## src/rtl/stim_pkg.sv

```systemverilog
// Shared constants and types for the stimulus frame packer.
// Lane width, words per frame and the reset value of lane 0 are defined here.
package stim_pkg;

   localparam int WORD_W    = 32;
   localparam int NUM_WORDS = 3;
   localparam int IDX_W     = $clog2(NUM_WORDS);

   typedef logic [WORD_W-1:0] stim_word_t;
   typedef stim_word_t        stim_frame_t [NUM_WORDS];
   typedef logic [IDX_W-1:0]  stim_idx_t;

   localparam stim_word_t RST_W0   = 32'h0002_0000;
   localparam stim_idx_t  LAST_IDX = stim_idx_t'(NUM_WORDS - 1);

   // A word closes the frame when it fills the last lane or is marked last.
   function automatic logic closesFrame(input stim_idx_t idx, input logic last);
      return last || (idx == LAST_IDX);
   endfunction

endpackage

```

## src/rtl/stim_frame_asm.sv

```systemverilog
// Assembly half of the double buffer.
// It owns the fill index, the assembly buffer and its full/padded flags.
// i_accept is the qualified word handshake.
// i_drain means the top copies the buffer to the output lanes this cycle.
module stim_frame_asm
   import stim_pkg::*;
(
   input  logic        clk,
   input  logic        rst,
   input  logic        i_accept,
   input  stim_word_t  i_data,
   input  logic        i_last,
   input  logic        i_drain,
   output stim_frame_t o_frame,
   output logic        o_full,
   output logic        o_pad
);

   stim_idx_t   r_idx;
   stim_frame_t r_asm;
   logic        r_full;
   logic        r_pad;
   logic        w_close;

   assign w_close = i_accept && closesFrame(r_idx, i_last);

   // Fill index: advance on each accepted word and wrap to lane 0 once the frame closes.
   always_ff @(posedge clk) begin
      if (rst) begin
         r_idx <= '0;
      end else if (i_accept) begin
         r_idx <= w_close ? '0 : r_idx + 1'b1;
      end
   end

   // Assembly buffer: store the word in its lane and zero the lanes above it on an early close.
   always_ff @(posedge clk) begin
      if (rst) begin
         for (int i = 0; i < NUM_WORDS; i++) begin
            r_asm[i] <= '0;
         end
      end else if (i_accept) begin
         for (int i = 0; i < NUM_WORDS; i++) begin
            if (i == int'(r_idx)) begin
               r_asm[i] <= i_data;
            end else if (w_close && (i > int'(r_idx))) begin
               r_asm[i] <= '0;
            end
         end
      end
   end

   // Full/padded flags: set when a frame closes and clear when the top drains it.
   // A close in the same cycle as a drain keeps the buffer full with the new frame.
   always_ff @(posedge clk) begin
      if (rst) begin
         r_full <= 1'b0;
         r_pad  <= 1'b0;
      end else if (w_close) begin
         r_full <= 1'b1;
         r_pad  <= i_last && (r_idx != LAST_IDX);
      end else if (i_drain) begin
         r_full <= 1'b0;
      end
   end

   assign o_frame = r_asm;
   assign o_full  = r_full;
   assign o_pad   = r_pad;

endmodule

```

## src/rtl/stim_frame_packer.sv

```systemverilog
// Stimulus frame packer: packs NUM_WORDS stream words into held output lanes for the DUT wrapper.
// Assembly and output are double-buffered, so the next frame builds while the current one stays stable.
// Optional feature: define STIM_FRAME_CNT_EN to add the frame_cnt transfer counter output.
module stim_frame_packer
   import stim_pkg::*;
(
   input  logic              clk,
   input  logic              rst,
   input  logic              s_valid,
   output logic              s_ready,
   input  logic [WORD_W-1:0] s_data,
   input  logic              s_last,
   output logic              m_valid,
   input  logic              m_ready,
   output logic [WORD_W-1:0] in_0,
   output logic [WORD_W-1:0] in_1,
   output logic [WORD_W-1:0] in_2,
   output logic              m_padded
`ifdef STIM_FRAME_CNT_EN
   ,
   output logic [31:0]       frame_cnt
`endif
);

   stim_frame_t w_asm;
   logic        w_asmFull;
   logic        w_asmPad;
   logic        w_transfer;
   logic        w_accept;

   stim_frame_t r_lanes;
   logic        r_mValid;
   logic        r_mPadded;

   // A full assembly buffer moves out whenever the output slot is empty or being consumed.
   assign w_transfer = w_asmFull && (!r_mValid || m_ready);
   assign s_ready    = !rst && (!w_asmFull || w_transfer);
   assign w_accept   = s_valid && s_ready;

   stim_frame_asm u_asm (
      .clk      (clk),
      .rst      (rst),
      .i_accept (w_accept),
      .i_data   (s_data),
      .i_last   (s_last),
      .i_drain  (w_transfer),
      .o_frame  (w_asm),
      .o_full   (w_asmFull),
      .o_pad    (w_asmPad)
   );

   // Output lanes: load only on a transfer, otherwise hold the last frame.
   always_ff @(posedge clk) begin
      if (rst) begin
         for (int i = 0; i < NUM_WORDS; i++) begin
            r_lanes[i] <= (i == 0) ? RST_W0 : '0;
         end
      end else if (w_transfer) begin
         r_lanes <= w_asm;
      end
   end

   // Output handshake: a transfer raises m_valid; a consumed frame with nothing behind it drops it.
   always_ff @(posedge clk) begin
      if (rst) begin
         r_mValid  <= 1'b0;
         r_mPadded <= 1'b0;
      end else if (w_transfer) begin
         r_mValid  <= 1'b1;
         r_mPadded <= w_asmPad;
      end else if (r_mValid && m_ready) begin
         r_mValid  <= 1'b0;
      end
   end

`ifdef STIM_FRAME_CNT_EN
   logic [31:0] r_frameCnt;

   // Frame counter: one count per transfer, wrapping naturally at 32 bits.
   always_ff @(posedge clk) begin
      if (rst) begin
         r_frameCnt <= '0;
      end else if (w_transfer) begin
         r_frameCnt <= r_frameCnt + 32'd1;
      end
   end

   assign frame_cnt = r_frameCnt;
`endif

   assign m_valid  = r_mValid;
   assign m_padded = r_mPadded;
   assign in_0     = r_lanes[0];
   assign in_1     = r_lanes[1];
   assign in_2     = r_lanes[2];

endmodule

```

## config.mk

```make
export PLATFORM = sky130hd
export DESIGN_NAME = stim_frame_packer
export DESIGN_NICKNAME = d
export VERILOG_FILES = /design/src/rtl/stim_pkg.sv /design/src/rtl/stim_frame_asm.sv /design/src/rtl/stim_frame_packer.sv
export SDC_FILE = /design/constraint.sdc
export NUM_CORES = 1
export LEC_CHECK = 0
export ABC_AREA = 0
export CAP_MARGIN = 20
export CORE_MARGIN = 1
export CORE_UTILIZATION = 40
export CTS_CLUSTER_DIAMETER = 150
export DETAILED_ROUTE_END_ITERATION = 10
export PLACE_DENSITY = 0.76
export REMOVE_ABC_BUFFERS = 1
export SLEW_MARGIN = 20
export SYNTH_ARGS = -nofsm -noshare
export SYNTH_HDL_FRONTEND = slang
export SYNTH_HIERARCHICAL = 1
export SYNTH_SLANG_ARGS = --single-unit
```

## constraint.sdc

```tcl
create_clock -name clk -period 1.6 [get_ports clk]
set_clock_uncertainty 0.05 [all_clocks]
set_input_delay 0.16 -clock clk [delete_from_list [all_inputs] [get_ports clk]]
set_output_delay 0.16 -clock clk [all_outputs]
set_load 0.01 [all_outputs]
```

==> results of run 1 <==
worst max-delay path: cells and delay by family (launching register included):
family,cells,cell delay (ns)
AO/OA/AOI/OAI,4,0.62
flip-flops,1,0.32
AND/OR/NAND/NOR,2,0.31
buffers and inverters,1,0.16
repair_timing:
item                                    4_1_cts  5_1_grt
gates cloned                                  0        4
pin swaps                                     1       34
endpoints found under the setup margin       97       84
resized for setup                            13       70
setup buffers                                 2        3
hold buffers                                  0        0
final timing paths:
path | from | to | slack [ns] | cells past startpoint
max | m_valid$_SDFFE_PP0P_ | u_asm/o_frame[13]$_SDFFE_PP0P_ | -0.02 | 7
min | rst | u_asm/o_frame[8]$_SDFFE_PP0P_ | 0.30 | 4
max reg2reg | m_valid$_SDFFE_PP0P_ | u_asm/o_frame[13]$_SDFFE_PP0P_ | -0.02 | 7
min reg2reg | u_asm/o_frame[93]$_SDFFE_PP0P_ | u_asm/o_frame[93]$_SDFFE_PP0P_ | 0.41 | 2
layer usage:
layer | share of wire [%] | vias to the layer above | global-route usage (%)
met5 | 0 | - | 0
met4 | 0.94 | 0 | 5.09
met3 | 4.8 | 19 | 3.96
met2 | 48 | 131 | 29.2
met1 | 47 | 2881 | 23.9
li1 | - | 3005 | -
registers in the layout (all words and copies together) (netlist names):
signal,count
in_0,32
m_padded,1
u_asm/o_full,1
u_asm/o_frame,96
u_asm/o_pad,1
in_2,32
u_asm/r_idx,2
in_1,32
m_valid,1
cell usage after synthesis (all sizes together) (2+ instances only):
library cell,number,share of area (%)
nor2b,3,0.33
buf,37,3.8
nor3,2,0.19
nor2,6,0.28
nand2,66,3.1
inv,2,0.094
nand3,32,2.1
o21ai,34,2.2
mux2i,98,12
clkbuf,31,1.6
a22o,32,3.5
ha,3,0.47
dfxtp,198,50
a21oi,67,4.2
nand2b,193,15
and2,2,0.16
placed cells by master, fill, tap and decap left out, drive strengths merged, types with 32 or more instances in the layout:
cell	Yosys	routed
buf	37	49
o21ai	34	34
clkdlybuf4s50	0	129
a21oi	67	67
nand2b	193	193
nand2	66	66
a22o	32	32
nand3	32	32
mux2i	98	98
dfxtp	198	198
power by group through the flow:
stage	Combinational, mW	Sequential, mW	Clock, mW
floorplan	0.407	5.14	0
global placement	0.848	5.14	0
detailed placement	0.853	5.14	0
CTS	0.863	5.03	4.64
global route	0.994	5.04	4.86
finish	0.934	5.03	4.55
per-stage QoR:
step                      area, um^2  total power, mW
after floorplan                 7540             5.55
final                          10800             10.5
after CTS                      10500             10.5
after global placement          9850             5.99
after detailed placement        9850             6.00
after global routing           10800             10.9
cells by family (layout without fill, tap and decap cells):
logic type | count (synthesis) | in the layout | synth area share, %
DFF | 198 | 198 | 49.7
adders and majority gates | 3 | 3 | 0.471
and+or+nand+nor | 305 | 305 | 21.4
muxes | 98 | 98 | 12.3
buffers and inverters | 70 | 221 | 5.49
AOI/OAI and AO/OA | 138 | 138 | 10.7
layout make-up:
type / count / area [um^2] / share of cell area [%]
clock buffer: 21 / 460 / 4.25
clock inverter: 11 / 170 / 1.57
inverter: 2 / 7.51 / 0.0693
multi-input combinational: 544 / 3800 / 35.0
sequential: 198 / 3970 / 36.6
tap: 265 / 332 / 3.06
timing repair buffer: 187 / 2100 / 19.4
==> results.sh, run 1 <==
export IMPL_synth_seq_area_share_pct=49.7
export IMPL_seq_power_share_pct=47.9
export IMPL_grt_setup_unrepaired="true"
export IMPL_num_vias=6036
export IMPL_final_util_pct=55.5
export IMPL_routed_via_density=4.92
export IMPL_insertion_delay_ns=0.43
export IMPL_numCtsBuffers=17
export IMPL_period_needed_ns=1.62
export IMPL_fill_cells=1761
export IMPL_slew_headroom_pct=62.8
export IMPL_cp_max_fo=17
export IMPL_netlist_area_mm2=0.00798
export IMPL_grt_max_degree=139
export IMPL_cp_end_kind="register"
export IMPL_dpl_hpwl_um=11800
export IMPL_drc_errors=0
export IMPL_tightest_slew_ns=0.557
export IMPL_hold_class="input port to register"
export IMPL_syn_area_per_cell_um2=9.82
export IMPL_cts_root_buffer="clkbuf_16"
export IMPL_clock_path_buffers=2
export IMPL_worst_slack_ns=-0.0168
export IMPL_tritoncts="done"
export IMPL_finalWirelength_um=18800
export IMPL_drive_gt1_share_pct=14.5
export IMPL_finalCritPeriodShare_pct=101
export IMPL_max_freq_ghz=0.619
export IMPL_die_area_mm2=0.0205
export IMPL_path_clk_slew_ns=0.07
export IMPL_start_util_pct=40.8
export IMPL_synth_cell_types=31
export IMPL_coreArea_mm2=0.0195
export IMPL_violations="negative setup slack"
export IMPL_p_clk_share_pct=43.2
export IMPL_grt_overflow_total=0
export IMPL_ios=136
export IMPL_hold_viol=0
export IMPL_row_count=51
export IMPL_n_antenna_cell=0
export IMPL_ys_seq_elements=198
export IMPL_grt_antenna_before_repair=0
export IMPL_dieHeight_um=143
export IMPL_cp_required_ns=1.85
export IMPL_switching_power_mw=2.33
export IMPL_pwr_share_comb_pct=8.9
export IMPL_p_int_mw=8.18
export IMPL_dr_pass1_iters=5
export IMPL_swShare_pct=22.2
export IMPL_arrival_ns=1.86
export IMPL_path_cells="nor2b_4 -> a21oi_2 -> and2_4 -> a21bo_4 -> buf_12 -> o21ai_0 -> a21oi_1"
export IMPL_final_setup_tns_ns=-0.0521
export IMPL_synth_edf_count=0
export IMPL_clkSinkCount=198
export IMPL_maxSlewViolCount=0
export IMPL_port_buffers=135
export IMPL_slowest_stage="dfxtp_2"
export IMPL_grt_pass1_vias=5679
export IMPL_gp_congestion=0.775
export IMPL_dp_cells=1187
export IMPL_synthArstFlopShare_pct=0
export IMPL_grt_pass1_wl_um=29000
export IMPL_instances_no_fill=1228
export IMPL_power_density_mw_per_mm2=970
export IMPL_wl_per_cell_um=15.3
export IMPL_syn_inst=812
export IMPL_cp_start_kind="register"
export IMPL_grt_total_usage_pct=18.0
export IMPL_outcome="complete, but fails checks"
export IMPL_final_antenna_net_count=0
export IMPL_cts_max_level=4
export IMPL_die_x_um=143
export IMPL_ys_flop_type="dfxtp_1"
export IMPL_worst_setup_path_type="register to register"
export IMPL_ir_worst_vdd_mv=0.723
export IMPL_drt_iter0_markers=332
export IMPL_pre_cts_ws_ns=-0.510
export IMPL_hold_slack_ns=0.295
export IMPL_critical_path_max_stage_delay_ns=0.32
export IMPL_layout_nets=990
export IMPL_yosys_warnings=6
export IMPL_leakagePower_nw=3.67
export IMPL_cap_violations=0
export IMPL_finalSetupViolations=7
export IMPL_area_growth_pct=35.9
(Power assumes the default switching activity.)
==> inputs of run 2 (changes only) <==
--- a/config.mk
+++ b/config.mk
@@ -10,6 +10,7 @@
 export CORE_MARGIN = 1
 export CORE_UTILIZATION = 40
 export CTS_CLUSTER_DIAMETER = 150
+export CTS_CLUSTER_SIZE = 30
 export DETAILED_ROUTE_END_ITERATION = 10
 export PLACE_DENSITY = 0.76
 export REMOVE_ABC_BUFFERS = 1
==> results of run 2 <==
No change in the layout: final DEF, timing and power equal those of run 1.
==> inputs of run 3 (changes only) <==
--- a/config.mk
+++ b/config.mk
@@ -12,10 +12,9 @@
 export CTS_CLUSTER_DIAMETER = 150
 export CTS_CLUSTER_SIZE = 30
 export DETAILED_ROUTE_END_ITERATION = 10
-export PLACE_DENSITY = 0.76
+export PLACE_DENSITY = 0.78
 export REMOVE_ABC_BUFFERS = 1
 export SLEW_MARGIN = 20
 export SYNTH_ARGS = -nofsm -noshare
 export SYNTH_HDL_FRONTEND = slang
-export SYNTH_HIERARCHICAL = 1
 export SYNTH_SLANG_ARGS = --single-unit
==> run 3 against run 2 <==
The run still ends with negative setup slack left. Flip-flop and latch count unchanged. Final cell count decreased by 0.65%. Via count increased by 4.1%. Utilization increased by 1.0 points. Register-to-register slack got worse by 0.03 ns. Hold slack got worse by 0.20 ns. Critical endpoint is now u_asm.o_frame[42]$_SDFFE_PP0P_. Largest cell class unchanged. Largest power group unchanged.
==> results.sh, run 3 <==
export IMPL_finalWirelength_um=19400
export IMPL_ios=136
export IMPL_synth_top_area_share_pct=56.5
export IMPL_insertion_delay_ns=0.43
export IMPL_critical_path_max_stage_delay_ns=0.39
export IMPL_ys_flop_type="dfxtp_1"
export IMPL_start_util_pct=40.7
export IMPL_synth_area_top_cells="dfxtp_1 (57%), nand2_1 (14%), a21oi_1 (12%)"
export IMPL_synth_edf_count=0
export IMPL_synth_cell_types=26
export IMPL_slowest_stage="a211o_4"
export IMPL_grt_pass1_vias=5660
export IMPL_yosysTopAreaCell="dfxtp_1"
export IMPL_power_mw=10.3
export IMPL_coreArea_mm2=0.0172
export IMPL_leakagePower_nw=3.29
export IMPL_dpl_hpwl_um=11400
export IMPL_yosys_warnings=0
export IMPL_setup_worst_path_start="u_asm.r_idx[0]$_SDFFE_PP0P_"
export IMPL_synth_seq_area_share_pct=56.5
export IMPL_grt_total_usage_pct=20.6
export IMPL_grt_setup_unrepaired="true"
export IMPL_period_needed_ns=1.64
export IMPL_clock_path_buffers=2
export IMPL_hold_class="input port to register"
export IMPL_die_area_mm2=0.0181
export IMPL_gp_congestion=0.731
export IMPL_finalSetupViolations=23
export IMPL_grt_overflow_total=0
export IMPL_n_antenna_cell=0
export IMPL_dp_cells=1179
export IMPL_syn_area_per_cell_um2=8.21
export IMPL_cts_root_buffer="clkbuf_16"
export IMPL_final_antenna_net_count=0
export IMPL_dieHeight_um=134
export IMPL_crit_buf_inv=3
export IMPL_r2r_end="u_asm.o_frame[42]$_SDFFE_PP0P_"
export IMPL_mostFrequentLayoutCells="nand2_1 (258), dfxtp_1 (196), a21oi_1 (164)"
export IMPL_clkSinkCount=198
export IMPL_cp_depth=7
export IMPL_num_vias=6281
export IMPL_path_clk_slew_ns=0.07
export IMPL_arrival_ns=1.90
export IMPL_cp_required_ns=1.85
export IMPL_hold_viol=0
export IMPL_numCtsBuffers=17
export IMPL_die_x_um=134
export IMPL_cp_max_fo=9
export IMPL_synthArstFlopShare_pct=0
export IMPL_path_cells="buf_6 -> ha_4 -> inv_2 -> a211o_4 -> clkbuf_16 -> a22oi_1 -> nor2_1"
export IMPL_maxSlewViolCount=0
export IMPL_cp_end_kind="register"
export IMPL_layout_commonest_cell="nand2_1"
export IMPL_tightest_slew_ns=0.682
export IMPL_cp_start_kind="register"
export IMPL_r2r_start="u_asm.r_idx[0]$_SDFFE_PP0P_"
export IMPL_dr_pass1_iters=5
export IMPL_max_freq_ghz=0.608
export IMPL_port_buffers=135
export IMPL_rrSetupSlack_ns=-0.04
export IMPL_grt_pass1_wl_um=29300
export IMPL_largest_reg_flops=96
export IMPL_netlist_area_mm2=0.00701
export IMPL_routed_via_density=5.15
export IMPL_violations="negative setup slack"
export IMPL_syn_inst=854
export IMPL_row_count=48
export IMPL_drt_iter0_markers=494
export IMPL_worst_setup_path_type="register to register"
export IMPL_tritoncts="done"
export IMPL_slew_headroom_pct=54.5
export IMPL_drc_errors=0
export IMPL_power_density_mw_per_mm2=1060
export IMPL_drive_gt1_share_pct=11.5
export IMPL_outcome="complete, but fails checks"
export IMPL_ys_seq_elements=198
export IMPL_grt_max_degree=119
export IMPL_r2r_cells=7
export IMPL_wl_per_cell_um=15.9
export IMPL_cts_max_level=4
export IMPL_finalCritPeriodShare_pct=103
export IMPL_instances_no_fill=1220
export IMPL_worst_slack_ns=-0.0444
export IMPL_ys_top_cells_by_count="nand2_1 (262), dfxtp_1 (198), a21oi_1 (165)"
export IMPL_min_from="rst"
export IMPL_grt_antenna_before_repair=0
export IMPL_critical_path_endpoint="u_asm.o_frame[42]$_SDFFE_PP0P_"
export IMPL_layout_nets=1023
export IMPL_area_growth_pct=38.9
export IMPL_ir_worst_vdd_mv=0.774
export IMPL_crit_family="compound AO/OA/AOI/OAI gates"
export IMPL_cap_violations=0
export IMPL_synth_most_common_cell="nand2_1"
run 3: cell types whose count changed in the layout (fill, tap and decap cells not counted), sizes merged, moves of 3 or more:
cell / before / now
a22o: 32 / 0
clkbuf: 26 / 29
a22oi: 0 / 32
nand3: 32 / 2
nand4: 0 / 32
nand2: 66 / 262
mux2i: 98 / 0
a21oi: 67 / 165
buf: 49 / 44
nor2: 6 / 35
nand2b: 193 / 3
run 3: stage by stage:
stage | instance area (um^2) | hold slack [ns] | util, % | setup slack (ns) | setup TNS (ns)
floorplan | 6690 | 0.179 | - | -1.31 | -162.80
global placement | 8800 | 0.365 | 51.1 | -0.274 | -17.83
detailed placement | 8800 | 0.369 | 51.1 | -0.325 | -22.99
CTS | 9490 | 0.0758 | 55.1 | -0.00451 | -0.0134
global route | 9740 | 0.0872 | 56.5 | -0.102 | -2.48
finish | 9740 | 0.0939 | 56.5 | -0.0444 | -0.505
run 3: power breakdown:
group          total (mW)  leakage (nW)  internal (mW)  switching [mW]
sequential           5.03          1.60           5.00          0.0382
clock                4.50         0.291           2.70            1.80
combinational       0.759          1.40          0.313           0.446
run 3: cell type report:
type	instances	area, um^2
flip-flops and latches	198	3970
clock buffers	24	472
clock inverters	7	144
inverters	4	22.5
repair buffers	183	1960
fillers	1566	7490
multi-input cells	579	2900
well taps	225	282
run 3: kinds of logic after synthesis:
group           synth area share (%)
fa+ha+maj                      0.535
buf+inv                         4.83
simple gates                    20.2
compound gates                  18.0
flops                           56.5
run 3: what timing repair did:
item | CTS | global route
hold buffers | 1 | 0
setup endpoints to repair | 66 | 68
cloned | 1 | 4
pin swaps | 1 | 1
endpoints found under the hold margin | 3 | 0
buffers inserted | 0 | 4
gates resized for setup | 15 | 43
run 3: worst min path at each step:
| stage | to | slack, ns | cells past startpoint |
|---|---|---|---|
| after floorplan | in_0[0]$_SDFFE_PP0P_ | 0.18 | 1 |
| after global placement | u_asm.o_frame[89]$_SDFFE_PP0P_ | 0.36 | 2 |
| after detailed placement | u_asm.o_frame[89]$_SDFFE_PP0P_ | 0.37 | 2 |
| after CTS | in_0[25]$_SDFFE_PP0P_ | 0.08 | 3 |
| after global routing | in_1[6]$_SDFFE_PP0P_ | 0.09 | 3 |
| final | in_2[11]$_SDFFE_PP0P_ | 0.09 | 3 |
run 3: routing by layer:
metal | routed length [um] | track usage (%)
met5 | 0 | 0
met2 | 9020 | 32.1
met4 | 231 | 5.68
met3 | 818 | 4.54
met1 | 9310 | 28.7
run 3: tightest hold or removal path: cells and delay by family:
family	cells	cell delay (ns)
buf+inv	2	0.32
compound gates	1	0.05
